**config.mk**
```make
export PLATFORM = sky130hd
export DESIGN_NAME = mux_xfer_sched
export DESIGN_NICKNAME = d
export VERILOG_FILES = /design/src/rtl/mux_xfer_sched.sv
export SDC_FILE = /design/constraint.sdc
export NUM_CORES = 1
export LEC_CHECK = 0
export CAP_MARGIN = 40
export CORE_MARGIN = 2
export CORE_UTILIZATION = 45
export CTS_CLUSTER_SIZE = 10
export DETAILED_ROUTE_END_ITERATION = 8
export PLACE_DENSITY_LB_ADDON = 0.08
export REMOVE_ABC_BUFFERS = 1
export SYNTH_ARGS = -nofsm -noshare
export SYNTH_HDL_FRONTEND = slang
export SYNTH_SLANG_ARGS = --single-unit
export TNS_END_PERCENT = 10
```
**constraint.sdc**
```tcl
create_clock -name clk_a -period 1.7 [get_ports clk_a]
set_input_delay 0.34 -clock clk_a [delete_from_list [all_inputs] [get_ports clk_a]]
set_output_delay 0.34 -clock clk_a [all_outputs]
set_load 0.02 [all_outputs]
```
**src/rtl/mux_xfer_sched.sv**
```systemverilog
// ============================================================================
//  Module      : mux_xfer_sched
//  Description : Arbitrated mux-based transfer scheduler feeding a CDC capture
//                stage. Grants one requester at a time, presents its data with
//                data_en high for HOLD_CYC cycles, then holds the data stable
//                for GAP_CYC guard cycles before accepting a new request.
//                Default arbitration is round-robin; defining
//                MUX_SCHED_FIXED_PRI_EN selects fixed priority (lowest index).
//  Revision    : 1.0 - initial release
// ============================================================================
`default_nettype none

module mux_xfer_sched #(
    parameter int NREQ     = 4,
    parameter int DW       = 4,
    parameter int HOLD_CYC = 4,
    parameter int GAP_CYC  = 3
) (
    input  logic                                         clk_a,
    input  logic                                         arstn,
    input  logic [NREQ-1:0]                              req,
    input  logic [NREQ*DW-1:0]                           req_data,
    output logic [DW-1:0]                                data_in,
    output logic                                         data_en,
    output logic [NREQ-1:0]                              done,
    output logic [((NREQ > 1) ? $clog2(NREQ) : 1)-1:0]   gnt_id,
    output logic                                         busy
);

    // Widths: requester index, and a phase counter that covers the longer phase
    localparam int c_id_w  = (NREQ > 1) ? $clog2(NREQ) : 1;
    localparam int c_cnt_max = (HOLD_CYC > GAP_CYC) ? HOLD_CYC : GAP_CYC;
    localparam int c_cnt_w = (c_cnt_max > 1) ? $clog2(c_cnt_max) : 1;
    localparam logic [c_cnt_w-1:0] c_hold_last = c_cnt_w'(HOLD_CYC - 1);
    localparam logic [c_cnt_w-1:0] c_gap_last  = c_cnt_w'(GAP_CYC - 1);

    typedef enum logic [1:0] {
        S_IDLE = 2'd0,
        S_HOLD = 2'd1,
        S_GAP  = 2'd2
    } state_t;

    // State and registered outputs
    state_t               r_state;
    logic [c_cnt_w-1:0]   r_cnt;
    logic [DW-1:0]        r_data;
    logic                 r_en;
    logic [NREQ-1:0]      r_done;
    logic [c_id_w-1:0]    r_gnt;
    logic                 r_busy;

    // Next-state values
    state_t               w_state_nxt;
    logic [c_cnt_w-1:0]   w_cnt_nxt;
    logic [DW-1:0]        w_data_nxt;
    logic                 w_en_nxt;
    logic [NREQ-1:0]      w_done_nxt;
    logic [c_id_w-1:0]    w_gnt_nxt;
    logic                 w_busy_nxt;

    // Arbiter result
    logic                 w_win_valid;
    logic [c_id_w-1:0]    w_win_id;

    // Per-requester data slices
    logic [DW-1:0]        w_slice [NREQ];

    generate
        for (genvar gi = 0; gi < NREQ; gi++) begin : g_slice
            assign w_slice[gi] = req_data[gi*DW +: DW];
        end
    endgenerate

`ifdef MUX_SCHED_FIXED_PRI_EN
    // Fixed priority: lowest set request index wins
    always_comb begin : p_arb
        w_win_valid = 1'b0;
        w_win_id    = '0;
        for (int k = 0; k < NREQ; k++) begin
            if (!w_win_valid && req[c_id_w'(k)]) begin
                w_win_valid = 1'b1;
                w_win_id    = c_id_w'(k);
            end
        end
    end
`else
    logic [c_id_w-1:0]    r_last;
    logic                 w_grant;

    // Round-robin: search starts one past the last winner, first set bit wins
    always_comb begin : p_arb
        int idx;
        idx         = 0;
        w_win_valid = 1'b0;
        w_win_id    = '0;
        for (int k = 0; k < NREQ; k++) begin
            idx = (int'(r_last) + 1 + k) % NREQ;
            if (!w_win_valid && req[c_id_w'(idx)]) begin
                w_win_valid = 1'b1;
                w_win_id    = c_id_w'(idx);
            end
        end
    end

    assign w_grant = (r_state == S_IDLE) && w_win_valid;

    // Last-winner pointer moves only when a grant is issued
    always_ff @(posedge clk_a or negedge arstn) begin
        if (!arstn) begin
            r_last <= c_id_w'(NREQ - 1);
        end else if (w_grant) begin
            r_last <= w_win_id;
        end
    end
`endif

    // Next-state and next-output decode; outputs are derived from the next state
    always_comb begin
        w_state_nxt = r_state;
        w_cnt_nxt   = r_cnt;
        w_data_nxt  = r_data;
        w_gnt_nxt   = r_gnt;
        w_done_nxt  = '0;
        case (r_state)
            S_IDLE: begin
                if (w_win_valid) begin
                    w_state_nxt = S_HOLD;
                    w_cnt_nxt   = '0;
                    w_data_nxt  = w_slice[w_win_id];
                    w_gnt_nxt   = w_win_id;
                end
            end
            S_HOLD: begin
                if (r_cnt == c_hold_last) begin
                    w_state_nxt       = S_GAP;
                    w_cnt_nxt         = '0;
                    w_done_nxt[r_gnt] = 1'b1;
                end else begin
                    w_cnt_nxt = r_cnt + 1'b1;
                end
            end
            S_GAP: begin
                if (r_cnt == c_gap_last) begin
                    w_state_nxt = S_IDLE;
                    w_cnt_nxt   = '0;
                end else begin
                    w_cnt_nxt = r_cnt + 1'b1;
                end
            end
            default: begin
                w_state_nxt = S_IDLE;
                w_cnt_nxt   = '0;
            end
        endcase
        w_en_nxt   = (w_state_nxt == S_HOLD);
        w_busy_nxt = (w_state_nxt != S_IDLE);
    end

    // State register and registered outputs
    always_ff @(posedge clk_a or negedge arstn) begin
        if (!arstn) begin
            r_state <= S_IDLE;
            r_cnt   <= '0;
            r_data  <= '0;
            r_en    <= 1'b0;
            r_done  <= '0;
            r_gnt   <= '0;
            r_busy  <= 1'b0;
        end else begin
            r_state <= w_state_nxt;
            r_cnt   <= w_cnt_nxt;
            r_data  <= w_data_nxt;
            r_en    <= w_en_nxt;
            r_done  <= w_done_nxt;
            r_gnt   <= w_gnt_nxt;
            r_busy  <= w_busy_nxt;
        end
    end

    assign data_in = r_data;
    assign data_en = r_en;
    assign done    = r_done;
    assign gnt_id  = r_gnt;
    assign busy    = r_busy;

endmodule

`default_nettype wire

```
---- Word-level counts from Yosys, hierarchy flattened ----
Cells that the tools add are included.
operators by class
  $add $sub $neg .......................... 5
  magnitude comparators ................... 7
  eq/ne operators ......................... 6
  mux-type cells .......................... 35
  bitwise logic cells ..................... 1
  reduce and logical (&&, ||, !) cells .... 11
operators with widths
  kind                                                                          count
  2-bit two-way mux                                                             10
  2-bit by 4-bit less-than comparator with 1-bit output, second input constant  4
  4-bit two-way mux                                                             4
  1-bit two-way mux                                                             13
  2-bit one-hot mux with 3 select lines                                         2
  1-bit binary-select mux with 2-bit select                                     4
  4-bit binary-select mux with 2-bit select                                     1
  2-bit adder, second input constant                                            3
  2-bit == test, second input constant                                          3
  1-bit logical AND                                                             5
  2-bit by 1-bit adder with 2-bit output, second input constant                 2
  2-bit by 1-bit == test with 1-bit output, second input constant               2
  3-bit >= comparator, second input constant                                    1
  1-bit logical NOT                                                             3
  2-bit by 3-bit less-than comparator with 1-bit output, second input constant  1
  2-bit inverter with 3-bit output                                              1
  1-bit demux with 2-bit select                                                 1
  2-bit by 1-bit >= comparator with 1-bit output, second input constant         1
  2-bit logical NOT                                                             1
  2-bit != test, second input constant                                          1
  2-bit AND reduction                                                           1
  2-bit nonzero test                                                            1
storage, ports and cells
  register bits after elaboration ......... 18

---- Longest topological paths before layout ----
  depth after elaboration ................. 18
  depth in mapped cells ................... 7
  depth with buffers taken out ............ 6

---- Worst setup path after synthesis ----
Ideal clock, no wire load.
  path type ............................... reg-to-reg
  from .................................... register r_last[0]
  to ...................................... register r_data[0] (netlist: data_in[0])
  library setup time ...................... 133 ps
  arrival time ............................ 1388 ps
  setup slack ............................. 178 ps
  cell stages (with the launch flop) ...... 6
  buffers on the path ..................... 0
  clock period less this slack ............ 1522 ps
  cells stage by stage .................... dfstp_2 nor2b_4 o21a_4 nor3_4 mux2i_1 o211ai_1
between the ends
  longest elaborated chain between the ends .. 18
  elaborated cells between the ends (all ways) .. 35
ends and longest elaborated chain
  item                                                  RTL line  source
  start, declared                                       87        logic [c_id_w-1:0] r_last;
  start signal, assigned                                110       r_last <= c_id_w'(NREQ - 1);
  start signal, assigned                                112       r_last <= w_win_id;
  2-bit by 1-bit adder with 2-bit output (*)            97        idx = (int'(r_last) + 1 + k) % NREQ;
  branches (longest 17 deep; another with 2-bit adder)  --
  end signal, assigned                                  172       r_data <= w_data_nxt;
  end, declared                                         46        logic [DW-1:0] r_data;
Mark *: on every way between the ends. The select of a mux whose other input is x is not followed.
A chain may end at the register's enable or synchronous reset.

---- Worst setup path in the final report ----
  from .................................... input port req[0]
  to ...................................... register r_data[2] (netlist: data_in[2])
between the ends
  longest elaborated chain between the ends .. 17
  elaborated cells between the ends (all ways) .. 31
ends and longest elaborated chain
  item                                                    RTL line  source
  start, declared                                         21        input logic [NREQ-1:0] req,
  1-bit binary-select mux with 2-bit select               98        if (!w_win_valid && req[c_id_w'(idx)]) begin
  1-bit two-way mux (not written as such) (2 in series)   98
  1-bit two-way mux                                       98
  1-bit logical NOT                                       98
  1-bit logical AND                                       98
  1-bit two-way mux                                       98
  1-bit logical NOT                                       98
  1-bit logical AND                                       98
  1-bit two-way mux                                       98
  1-bit logical NOT                                       98
  1-bit logical AND                                       98
  2-bit two-way mux                                       98
  2-bit inverter with 3-bit output (not written as such)  129       w_data_nxt = w_slice[w_win_id];
  4-bit binary-select mux with 2-bit select               129
  4-bit two-way mux (not written as such) (2 in series)   129
Several ways; a longest one is shown, not always the timed one. The select of a mux whose other input is x is not followed.

==> key figures <==
Critical path
  – Critical Path Source: req[0]
  – CP cell instances: clkdlybuf4s50_1 -> nor2_1 -> o21a_2 -> nor3_4 -> mux2i_1 -> o211ai_1
  – CP max FO: 5
  – Flop-to-flop setup slack: 0 ns
  – Total stage count of the critical path: 6
  – Critical path's largest stage delay: 0.53 ns
  – Category of the worst setup path capture point: register
  – Top delay family on crit path: buffers and inverters
  – Logic depth of the worst register-to-register path: 5
  – End of the worst register-to-register path: data_in[2]$_DFFE_PN0P_
  – Last element of the critical path: data_in[2]$_DFFE_PN0P_
  – Buffers and inverters on the worst path: 1
  – Reg-to-Reg Start: r_last[0]$_DFFE_PN1P_
  – Worst EP arrival: 1.87 ns
  – Crit Path Class: primary input to register
  – Category of the worst setup path launch point: primary input
  – Cell with the biggest individual delay on the critical path: clkdlybuf4s50_1
  – Worst endpoint required time: 1.86 ns

Outcome
  – Failing checks: negative setup slack
  – Status: finished with violations

Final layout
  – Leading cell types in the layout, fill and taps excluded: clkdlybuf4s50_1 (28), dfrtp_1 (16), nand2_1 (11)
  – Area of all placed cells without fillers: 0.00154 mm2
  – Post-layout util: 0.687
  – Count of non-filler cells in the finished layout: 178
  – Number of nets in the final layout: 181
  – Commonest non-fill, non-tap cell in the layout: clkdlybuf4s50_1
  – Diodes inserted: 0
  – Synthesis-to-layout area growth: 44.0%
  – Fill cells: 196
  – Share of layout cells above drive strength 1: 0.140

Logic synthesis
  – Adder and majority gate portion of the synthesized area: 0.0939
  – Number of standard cells after synthesis: 107
  – Yosys warning count: 0
  – Async S/R FF share, synth: 1.00
  – Flops & latches, synth: 18
  – Combinational family with the most area after synthesis: simple AND/OR/NAND/NOR gates
  – Complex-gate fraction of the synthesized area: 0.207
  – Post-synthesis cell area: 0.00107 mm2
  – Post-synth cell types: 32
  – Post-synth EDFFs: 0
  – Synthesized-area fraction occupied by xor and xnor cells: 0
  – Share of cell area taken by muxes after synthesis: 0.0376
  – Top_reg_cell synth: dfrtp_1
  – Simple-Gate Fraction of Synth Area: 0.211
  – Post-synthesis sequential area ratio: 0.425
  – Post-Syn Area per Cell: 9.96 um2

Place
  – Detail Placement HPWL: 1.86 mm
  – Cell total after placement: 173
  – Final weighted congestion in routability-driven placement: 0.802
  – Buffers added on ports: 33
  – Placement Cell Area: 0.00147 mm2

Routing
  – WL final: 2.29 mm
  – DRC violation total after the first TritonRoute iteration: 3
  – Antenna-violating nets left: 0
  – Vias per cell: 5.13
  – Initial DRT Pass Iterations: 4
  – Post-detailed-route DRC marker count: 0
  – Routed vias: 913
  – Avg WL per Cell: 12.8 um

Die
  – Initial core utilization: 0.477
  – Horizontal die dimension: 52.7 um
  – Number of ports placed on the die boundary: 34
  – DIE HEIGHT: 52.7 um
  – Standard cell core area: 0.00223 mm2
  – Standard-cell rows: 17
  – Die Area: 0.00277 mm2

Power
  – Total internal power: 1.35 mW
  – Worst VDD drop: 815 uV
  – Share of total power in combinational logic: 0.548
  – Leakage component of the power: 0.716 nW
  – Clock share of power: 0.116
  – Part of the total power dissipated in sequential elements: 0.336
  – Switching power summed over all nets: 0.882 mW
  – Switching power share of the total: 0.395
  – Power per cell area: 1460 mW/mm2

STA
  – Sum Neg Setup Slack: -0.0123 ns
  – Final Max Slew Viols: 0
  – Transition time at the pin with the least slew margin: 0.353 ns
  – Tcrit/Tclk final: 1.01
  – Final Hold Viols: 0
  – Worst hold margin: 0.360 ns
  – Shortest period the worst path allows: 1.71 ns
  – Setup skew after layout: 0.00892 ns
  – Setup-failing EPs final: 2
  – Setup repair after global routing missed its margin: yes
  – Slack of the critical path: -0.0105 ns
  – Remaining max-slew budget at the tightest pin: 0.762
  – Highest achievable clock rate: 585 MHz

CTS
  – Clock-pin slew reported for the worst setup and hold paths after clock tree synthesis: 0.11 ns
  – Clock H-tree levels: 1
  – Worst-skew pair later-pin latency: 0.28 ns
  – Maximum clock insertion buffer count: 2
  – CTS tree: yes
  – CTS buffer count: 3
  – Root buffer cell: clkbuf_4
  – Number of sinks on the clock net: 18

GRT
  – Number of antenna violations at the first check in global routing: 0
  – Global-route congestion overflow total: 0
  – Vias in the first global route: 803
  – Global-route wire length before repair: 3.60 mm
  – Largest net degree at the start of global routing: 19
  – Total GRT Usage: 0.179

Run
  – MaxCap Viol Count: 0

Min path
  – Hold Crit Class: primary input to async pin
logic make-up after synthesis:
group	after synthesis
adder cells (fa/ha/maj)	8
flip-flops	18
multiplexers	4
AO/OA/AOI/OAI	31
AND/OR/NAND/NOR	39
buffers and inverters	7
worst min-delay path by stage:
| stage | depth (start not counted) | start | to | slack [ns] |
|---|---|---|---|---|
| 2_1_floorplan | 0 | arstn | busy$_DFF_PN0_ | 0.04 |
| 3_3_place_gp | 2 | data_in[3]$_DFFE_PN0P_ | data_in[3]$_DFFE_PN0P_ | 0.49 |
| 3_5_place_dp | 2 | data_in[3]$_DFFE_PN0P_ | data_in[3]$_DFFE_PN0P_ | 0.49 |
| 4_1_cts | 2 | arstn | r_state[1]$_DFF_PN0_ | 0.37 |
| 5_1_grt | 2 | arstn | r_state[1]$_DFF_PN0_ | 0.40 |
| 6_report | 2 | arstn | r_state[0]$_DFF_PN0_ | 0.36 |
cell type report:
cell class	count	area [um2]	area share
inverter	6	22.5	0.0147
timing repair buffer	40	388	0.253
sequential	18	453	0.295
tap	28	35.0	0.0228
multi-input combinational	82	601	0.391
clock buffer	4	36.3	0.0236
cells in the mapped netlist (all sizes together), types with 3 or more instances:
| master | instances | area, um2 |
|---|---|---|
| a21oi | 5 | 28.8 |
| and4 | 4 | 35.0 |
| dfrtp | 16 | 400 |
| ha | 8 | 100 |
| inv | 6 | 22.5 |
| mux2i | 4 | 40.0 |
| nand2 | 11 | 41.3 |
| nand2b | 3 | 18.8 |
| nor2 | 6 | 22.5 |
| nor2b | 5 | 38.8 |
| nor3 | 3 | 26.3 |
| o211ai | 4 | 30.0 |
| o21ai | 8 | 40.0 |
| o31a | 4 | 35.0 |
sequential cells by signal, indices dropped and copies added (netlist names):
signal / cells
r_last: 2
r_cnt: 2
done: 4
r_state: 2
gnt_id: 2
data_in: 4
busy: 1
data_en: 1
worst register-to-register path, delay by kind of cell, from the launching register on:
kind	cells	cell delay, ns
DFF	1	0.59
and+or+nand+nor	2	0.48
AOI/OAI and AO/OA	2	0.21
muxes	1	0.29
through the flow:
stage          setup WS [ns]  total power, mW
6_report             -0.0105             2.23
5_1_grt              -0.0446             2.43
4_1_cts               0.0135             2.25
3_5_place_dp          -0.401             1.96
3_3_place_gp          -0.385             1.93
2_1_floorplan          0.178             1.48
power by group through the flow:
stage	sequential (mW)	clock, mW	combinational [mW]
2_1_floorplan	0.847	0	0.628
3_3_place_gp	0.753	0	1.18
3_5_place_dp	0.756	0	1.21
4_1_cts	0.751	0.263	1.23
5_1_grt	0.774	0.284	1.37
6_report	0.750	0.259	1.23
metal layers:
| layer | part of all wire | up-vias | track usage |
|---|---|---|---|
| met5 | 0 | - | 0 |
| met4 | 0.0083 | 0 | 0.0385 |
| met3 | 0.037 | 2 | 0.0343 |
| met2 | 0.49 | 21 | 0.292 |
| met1 | 0.47 | 421 | 0.244 |
| li1 | - | 469 | - |
what timing repair did:
item                                    in CTS  in global routing
endpoints found under the setup margin       5                  8
gates resized for setup                      4                  4
hold buffers                                 0                  0
pin swaps                                    1                  0
setup buffers                                1                  0
No activity file was read; power rests on OpenSTA's default activity.
